===== src/rtl/bf16_pkg.sv =====
// Shared BF16 types for the multiplier completion stage.
//   bf16_t      packed BF16 word {sign, exp, frac}
//   cls_e       special-case class of an operand pair
//   sb_entry_t  one sideband queue entry {sign, ea, eb, cls}
//   classify()  derives the pair class from both raw operands
package bf16_pkg;

    typedef struct packed {
        logic       sign;
        logic [7:0] exp;
        logic [6:0] frac;
    } bf16_t;

    typedef enum logic [1:0] {
        CLS_NORM,
        CLS_ZERO,
        CLS_INF,
        CLS_NAN
    } cls_e;

    typedef struct packed {
        logic       sign;
        logic [7:0] ea;
        logic [7:0] eb;
        cls_e       cls;
    } sb_entry_t;

    localparam int          BF16_BIAS    = 127;
    localparam logic [7:0]  BF16_EXP_MAX = 8'hFF;
    localparam logic [15:0] BF16_QNAN    = 16'h7FC0;

    // Subnormal inputs count as zero. NaN wins over everything, and
    // INF x ZERO is also an invalid operation that yields NaN.
    function automatic cls_e classify(input bf16_t a, input bf16_t b);
        logic a_max;
        logic b_max;
        logic a_zero;
        logic b_zero;
        cls_e cls;
        a_max  = (a.exp == BF16_EXP_MAX);
        b_max  = (b.exp == BF16_EXP_MAX);
        a_zero = (a.exp == 8'h00);
        b_zero = (b.exp == 8'h00);
        if ((a_max && a.frac != 7'h0) || (b_max && b.frac != 7'h0) ||
            (a_max && b_zero) || (b_max && a_zero)) begin
            cls = CLS_NAN;
        end else if (a_max || b_max) begin
            cls = CLS_INF;
        end else if (a_zero || b_zero) begin
            cls = CLS_ZERO;
        end else begin
            cls = CLS_NORM;
        end
        return cls;
    endfunction

endpackage


===== src/rtl/bf16_sideband_fifo.sv =====
// Sideband queue holding {sign, ea, eb, cls} per issued operand pair until
// its mantissa product arrives.
//   clk, nRST   clock, asynchronous active-low reset
//   flush       synchronous clear of pointers and count
//   push, pop   already-qualified write/read strobes (never push when full
//               unless popping in the same cycle, never pop when empty)
//   wdata       entry to write
//   rdata       oldest entry (valid while !empty)
//   full, empty, count   occupancy status
module bf16_sideband_fifo
    import bf16_pkg::*;
#(
    parameter int DEPTH = 4
) (
    input  logic                       clk,
    input  logic                       nRST,
    input  logic                       flush,
    input  logic                       push,
    input  logic                       pop,
    input  sb_entry_t                  wdata,
    output sb_entry_t                  rdata,
    output logic                       full,
    output logic                       empty,
    output logic [$clog2(DEPTH):0]     count
);

    localparam int AW = $clog2(DEPTH);
    localparam int CW = AW + 1;

    sb_entry_t       mem [DEPTH];
    logic [AW-1:0]   wr_ptr;
    logic [AW-1:0]   rd_ptr;
    logic [CW-1:0]   count_q;

    // NOTE: storage is not reset; an entry is only read after it was written,
    // and the pointers/count alone define what is valid.
    always_ff @(posedge clk) begin
        if (push) begin
            mem[wr_ptr] <= wdata;
        end
    end

    // NOTE: all sequential state uses non-blocking assignments so every
    // register samples pre-edge values regardless of block ordering.
    always_ff @(posedge clk or negedge nRST) begin
        if (!nRST) begin
            wr_ptr  <= '0;
            rd_ptr  <= '0;
            count_q <= '0;
        end else if (flush) begin
            wr_ptr  <= '0;
            rd_ptr  <= '0;
            count_q <= '0;
        end else begin
            // DEPTH is a power of two, so pointers wrap by natural overflow.
            if (push) wr_ptr <= wr_ptr + 1'b1;
            if (pop)  rd_ptr <= rd_ptr + 1'b1;
            count_q <= count_q + CW'(push) - CW'(pop);
        end
    end

    assign rdata = mem[rd_ptr];
    assign count = count_q;
    assign full  = (count_q == CW'(DEPTH));
    assign empty = (count_q == '0);

endmodule


===== src/rtl/bf16_mul_normalize.sv =====
// Completion stage of the BF16 multiplier: queues sign/exponents/class of
// each issued pair, pairs each arriving mantissa product with the oldest
// entry, then normalizes, rounds to nearest-even and packs the result.
//   clk, nRST      clock, asynchronous active-low reset
//   in_valid       operand pair issued; a_in, b_in are the BF16 operands
//   mant_valid     mantissa product valid; mant_in = {1,fa}*{1,fb} in [1,4)
//   flush          synchronous clear of queue and pipeline (errors kept)
//   out_valid      one-cycle pulse per result, out_bf16 the packed product
//   q_full         queue holds DEPTH entries
//   err_overflow   sticky: push dropped because queue full
//   err_underflow  sticky: product arrived with empty queue, dropped
module bf16_mul_normalize
    import bf16_pkg::*;
#(
    parameter int          DEPTH = 4,
    parameter logic [15:0] QNAN  = BF16_QNAN
) (
    input  logic        clk,
    input  logic        nRST,
    input  logic        in_valid,
    input  logic [15:0] a_in,
    input  logic [15:0] b_in,
    input  logic        mant_valid,
    input  logic [15:0] mant_in,
    input  logic        flush,
    output logic        out_valid,
    output logic [15:0] out_bf16,
    output logic        q_full,
    output logic        err_overflow,
    output logic        err_underflow
);

    localparam int CW = $clog2(DEPTH) + 1;

    sb_entry_t     wr_entry;
    sb_entry_t     rd_entry;
    logic          fifo_full;
    logic          fifo_empty;
    logic [CW-1:0] fifo_count;
    logic          pop_ok;
    logic          push_ok;

    // A pop frees a slot in the same edge, so a full queue still accepts
    // a push when a product is consumed alongside it. Flush overrides both.
    assign pop_ok  = mant_valid && !fifo_empty && !flush;
    assign push_ok = in_valid && (!fifo_full || pop_ok) && !flush;

    always_comb begin
        wr_entry.sign = a_in[15] ^ b_in[15];
        wr_entry.ea   = a_in[14:7];
        wr_entry.eb   = b_in[14:7];
        wr_entry.cls  = classify(bf16_t'(a_in), bf16_t'(b_in));
    end

    bf16_sideband_fifo #(.DEPTH(DEPTH)) u_fifo (
        .clk   (clk),
        .nRST  (nRST),
        .flush (flush),
        .push  (push_ok),
        .pop   (pop_ok),
        .wdata (wr_entry),
        .rdata (rd_entry),
        .full  (fifo_full),
        .empty (fifo_empty),
        .count (fifo_count)
    );

    assign q_full = (fifo_count == CW'(DEPTH));

    // Stage 1: pick the normalization window and derive the round bit.
    logic [6:0] nf;
    logic       ng;
    logic       nst;
    logic       nn;

    // NOTE: every combinational output gets a default first so no path
    // leaves it unassigned and infers a latch.
    always_comb begin
        nf  = mant_in[13:7];
        ng  = mant_in[6];
        nst = |mant_in[5:0];
        nn  = 1'b0;
        if (mant_in[15]) begin
            nf  = mant_in[14:8];
            ng  = mant_in[7];
            nst = |mant_in[6:0];
            nn  = 1'b1;
        end
    end

    logic       s1_valid;
    logic       s1_sign;
    logic [7:0] s1_ea;
    logic [7:0] s1_eb;
    cls_e       s1_cls;
    logic [6:0] s1_f;
    logic       s1_rnd;
    logic       s1_n;

    always_ff @(posedge clk or negedge nRST) begin
        if (!nRST) begin
            s1_valid <= 1'b0;
            s1_sign  <= 1'b0;
            s1_ea    <= '0;
            s1_eb    <= '0;
            s1_cls   <= CLS_NORM;
            s1_f     <= '0;
            s1_rnd   <= 1'b0;
            s1_n     <= 1'b0;
        end else begin
            s1_valid <= pop_ok;
            if (pop_ok) begin
                s1_sign <= rd_entry.sign;
                s1_ea   <= rd_entry.ea;
                s1_eb   <= rd_entry.eb;
                s1_cls  <= rd_entry.cls;
                s1_f    <= nf;
                s1_rnd  <= ng & (nst | nf[0]);
                s1_n    <= nn;
            end
        end
    end

    // Stage 2: apply rounding, compute the biased exponent, pack.
    logic [7:0]        f_sum;
    logic signed [9:0] e_s;
    bf16_t             res;

    always_comb begin
        f_sum = {1'b0, s1_f} + {7'b0, s1_rnd};
        // Unsigned 10-bit sum stays below 1024; reinterpreting it as signed
        // gives the true exponent in the range the operands can produce.
        e_s   = $signed({2'b00, s1_ea} + {2'b00, s1_eb} + {9'b0, s1_n}
                        + {9'b0, f_sum[7]} - 10'(BF16_BIAS));
        res   = '{sign: s1_sign, exp: e_s[7:0], frac: f_sum[6:0]};
        case (s1_cls)
            CLS_NAN:  res = bf16_t'(QNAN);
            CLS_INF:  res = '{sign: s1_sign, exp: BF16_EXP_MAX, frac: 7'h0};
            CLS_ZERO: res = '{sign: s1_sign, exp: 8'h00, frac: 7'h0};
            default: begin
                if (e_s >= 10'sd255) begin
                    res = '{sign: s1_sign, exp: BF16_EXP_MAX, frac: 7'h0};
                end else if (e_s <= 10'sd0) begin
                    // Flush-to-zero: no subnormal results.
                    res = '{sign: s1_sign, exp: 8'h00, frac: 7'h0};
                end
            end
        endcase
    end

    always_ff @(posedge clk or negedge nRST) begin
        if (!nRST) begin
            out_valid     <= 1'b0;
            out_bf16      <= '0;
            err_overflow  <= 1'b0;
            err_underflow <= 1'b0;
        end else begin
            out_valid <= s1_valid && !flush;
            if (s1_valid) begin
                out_bf16 <= res;
            end
            if (in_valid && fifo_full && !pop_ok && !flush) begin
                err_overflow <= 1'b1;
            end
            if (mant_valid && fifo_empty && !flush) begin
                err_underflow <= 1'b1;
            end
        end
    end

endmodule

===== config.mk =====
export PLATFORM = sky130hd
export DESIGN_NAME = bf16_mul_normalize
export DESIGN_NICKNAME = d
export VERILOG_FILES = /design/src/rtl/bf16_pkg.sv /design/src/rtl/bf16_sideband_fifo.sv /design/src/rtl/bf16_mul_normalize.sv
export SDC_FILE = /design/constraint.sdc
export NUM_CORES = 1
export LEC_CHECK = 0
export ABC_AREA = 1
export CAP_MARGIN = 30
export CELL_PAD_IN_SITES_DETAIL_PLACEMENT = 1
export CELL_PAD_IN_SITES_GLOBAL_PLACEMENT = 2
export CORE_AREA = 2 2 135 137
export CTS_BUF_LIST = sky130_fd_sc_hd__clkbuf_8 sky130_fd_sc_hd__clkbuf_16
export CTS_CLUSTER_DIAMETER = 60
export DETAILED_ROUTE_END_ITERATION = 7
export DIE_AREA = 0 0 137 139
export PLACE_DENSITY_LB_ADDON = 0.1
export SETUP_SLACK_MARGIN = 0.5
export SYNTH_ARGS = -nofsm -noshare
export SYNTH_HDL_FRONTEND = slang
export SYNTH_SLANG_ARGS = --single-unit

===== constraint.sdc =====
create_clock -name clk -period 3.8 [get_ports clk]
set_input_delay 0.38 -clock clk [delete_from_list [all_inputs] [get_ports clk]]
set_output_delay 0.38 -clock clk [all_outputs]
set_load 0.01 [all_outputs]

==> flow_summary_export.csv <==
group,metric,value,unit
run_status,status,"finished with violations",
run_status,violations,"hold timing",
route,drt_drc_violations_left,0,
worst_setup_path,critPathArrivalTime,3270,ps
synthesis,synthTopCellsByArea,"edfxtp_1 37%, dfrtp_1 22%, nand2_1 5.7%",
power,power_density,833,nW/um^2
cts,cts_made_buffers,17,
placed_design,port_buffers,72,
final_layout,area_growth,26.0,%
sta,setup_viol,0,
power,ir_worst_vdd,452,uV
floorplan,core,17700,sq um
route,routed_wl,15.0,mm
worst_setup_path,reg2reg_slack,810,ps
placed_design,dpl-instance-area,7220,sq um
sta,max_slew_margin,49.6,%
sta,rsz0062_at_grt,"false",
global_route,antenna_found_initial,0,
hold_path,hp-class,"input pin to async pin",
route,ant_nets,0,
global_route,grt_use_total,16.8,%
floorplan,die_x,137,um
worst_setup_path,cp_num_buf_inv,0,
placed_design,gp_congestion,0.739,
sta,tightestPinTransition,757,ps
sta,fin_skew,14.0,ps
synthesis,netlist.area_leader.share,36.7,%
floorplan,rows,49,
floorplan,ioPinCount,73,
cts,htreeDepth,4,
synthesis,ys_types,42,
global_route,grt_pass1_wl,24.8,mm
worst_setup_path,crit_chain,"ha_1, nand3_1, nor3_2, nand2_1, nor2_2, fa_2, fa_1, or2_2, nor2_1, nand3_1, nor2_2, nand3_2, nand3_1, nand2_1, nand2_1, a21oi_1",
route,met2_length,7.64,mm
route,drt_iter0_drc,151,
worst_setup_path,r2r_start,"s1_rnd",
worst_setup_path,reg2reg_depth,16,
sta,min_period,2990,ps
cts,clkTransAtPathRegs,60,ps
sta,finalSetupTns,0,ps
synthesis,synth_nets,688,
global_route,grt_pass1_vias,4943,
final_layout,nets,769,
synthesis,ys_seq_area_share,58.8,%
worst_setup_path,crit_type,"flop to flop",
floorplan,die-area,19000,sq um
floorplan,die_h,139,um
sta,post-route-period-util,78.7,%
route,wl_per_cell,16.1,um
worst_setup_path,cp_top_family,"simple AND/OR/NAND/NOR gates",
route,post_drt_via_cell_ratio,4.94,
placed_design,post-dp-hpwl,10.5,mm
final_layout,layout-drive-gt1-share,11.9,%
worst_setup_path,start_kind,"flop",
synthesis,synth_seq_cells,131,
worst_setup_path,cp_data_required_time,4080,ps
synthesis,synth_cells,609,
sta,hold_ws,-24.6,ps
synthesis,ys_warn_count,0,
final_layout,diodes,0,
cts,cts.sinks,131,
floorplan,initial_utilization,35.2,%
final_layout,design_area,7840,sq um
worst_setup_path,reg2reg_to,"out_bf16[7]",
route,dr.pass1.iters,6,
global_route,grt_max_degree,44,
route,wl_met1,6.80,mm
route,wl_met3,400,um
sta,drv_slew,0,
cts,cts_tree,"done",
synthesis,yosysTopAreaCell,"edfxtp_1",
worst_setup_path,critPathMaxFanout,7,
sta,finalHoldViolations,11,
route,vias,4606,
worst_setup_path,critPathSlowestCell,"fa_1",
run,max-cap-violations,0,
final_layout,fillers,1950,
power,p_leak,0.00321,uW
worst_setup_path,endpoint_kind,"flop",
global_route,overflow,0,
cts,root_buffer,"clkbuf_16",
sta,fmax,0.334,GHz
synthesis,syn-cell-area,6220,sq um
synthesis,syn_avg_cell_area,10.2,sq um
route,topRoutingLayerUsed,"met4",
cts,clk_latency,420,ps
cts,clk_path_buf_depth,2,
worst_setup_path,slowest_delay,450,ps
-- where the power goes --
group          internal (uW)  switching [uW]  total, uW
clock                    981             660       1640
sequential              1800             169       1970
combinational           1160            1760       2910
-- registers in the layout (all words and copies together) (netlist names) --
name and flops:
u_fifo.mem 76, out_bf16 16, s1_ea 8, s1_eb 8
s1_f 7, u_fifo.count 3, s1_cls 2, u_fifo.rd_ptr 2
u_fifo.wr_ptr 2, err_overflow 1, err_underflow 1, out_valid 1
s1_n 1, s1_rnd 1, s1_sign 1, s1_valid 1
-- how the worst max path moves through the flow --
stage	start	endpoint	slack, ps	depth (start not counted)
4_1_cts	s1_rnd	out_bf16[9]	670	16
2_1_floorplan	s1_f[0]	out_bf16[6]	1030	16
3_5_place_dp	s1_rnd	out_bf16[6]	680	16
5_1_grt	s1_rnd	out_bf16[8]	490	16
6_report	s1_rnd	out_bf16[7]	810	16
3_3_place_gp	s1_f[0]	out_bf16[6]	800	16
-- Yosys cell counts, drive strengths merged --
library cell  number
xor2               7
nand4              2
or2                3
o2111ai            2
a22o               1
o41ai              2
nor2              86
edfxtp            76
clkinv             4
xnor2              1
a41o               1
inv               56
nand3b             2
nand2            104
o21bai             1
fa                 3
a21oi             15
and2               2
nor4               7
mux2              13
o22ai             19
o211ai             2
buf                3
o21ai             55
clkbuf            16
and2b              1
a21o               1
dfrtp             55
ha                23
nand3             36
a31oi              4
nor3               6
-- metal layers --
metal | track usage [%] | vias up
met5 | 0 | -
met2 | 28.8 | 72
li1 | - | 2249
met4 | 5.15 | 0
met3 | 3.76 | 12
met1 | 21.1 | 2273
-- cells by family (layout without fill, tap and decap cells) --
logic type	Yosys count	in the layout	share of synthesized area, %
AOI/OAI and AO/OA	103	103	9.42
xor gates and xnor gates	8	8	1.13
adders and majority gates	26	26	5.59
buffers and inverters	79	173	4.87
DFF	131	131	58.8
muxes	13	13	2.35
and+or+nand+nor	249	249	17.8
-- worst reg2reg max path: cells and delay by family (launching register included) --
| family | cells | cell delay [ps] |
|---|---|---|
| AOI/OAI and AO/OA | 1 | 70 |
| adders and majority gates | 3 | 870 |
| DFF | 1 | 360 |
| and+or+nand+nor | 12 | 1560 |
-- metrics by stage --
step	worst slack [ps]	std cells	hold slack (ps)	utilization [%]	power (uW)
2_1_floorplan	1030	609	84.4	-	4090
3_3_place_gp	804	898	449	40.7	4880
4_1_cts	667	931	14.3	44.3	6640
3_5_place_dp	684	899	473	40.9	4950
5_1_grt	495	932	33.8	44.4	7130
6_report	810	932	-24.6	44.4	6530
-- final cells by class --
cell class,instances,area (sq um),area share [%]
clock inverters,15,168,2.14
multi-input cells,399,2270,29.0
clock buffers,17,425,5.43
repair buffers,81,803,10.3
inverters,60,225,2.87
well taps,229,287,3.66
flip-flops and latches,131,3660,46.7
-- placed cells by master, fill, tap and decap left out, types with 2 or more instances in the layout --
master	count
a21oi_1	13
a21oi_2	2
a31oi_1	4
buf_4	8
bufinv_16	2
clkbuf_16	17
clkdlybuf4s50_1	71
clkinv_1	4
clkinvlp_4	4
dfrtp_1	55
edfxtp_1	76
fa_1	2
ha_1	23
inv_1	54
inv_2	2
inv_6	6
mux2_2	13
nand2_1	94
nand2_2	9
nand3_1	30
nand3_2	6
nand3b_1	2
nand4_1	2
nor2_1	81
nor2_2	4
nor3_1	5
nor4_1	7
o2111ai_1	2
o211ai_1	2
o21ai_0	55
o22ai_1	19
o41ai_1	2
or2_2	2
xor2_1	7
-- timing repair --
action                                  CTS  global route
buffers inserted                          0             1
endpoints found under the setup margin    0            12
gates resized for setup                   0             4
hold buffers                              0             0
Power figures use the tool's default switching activity.
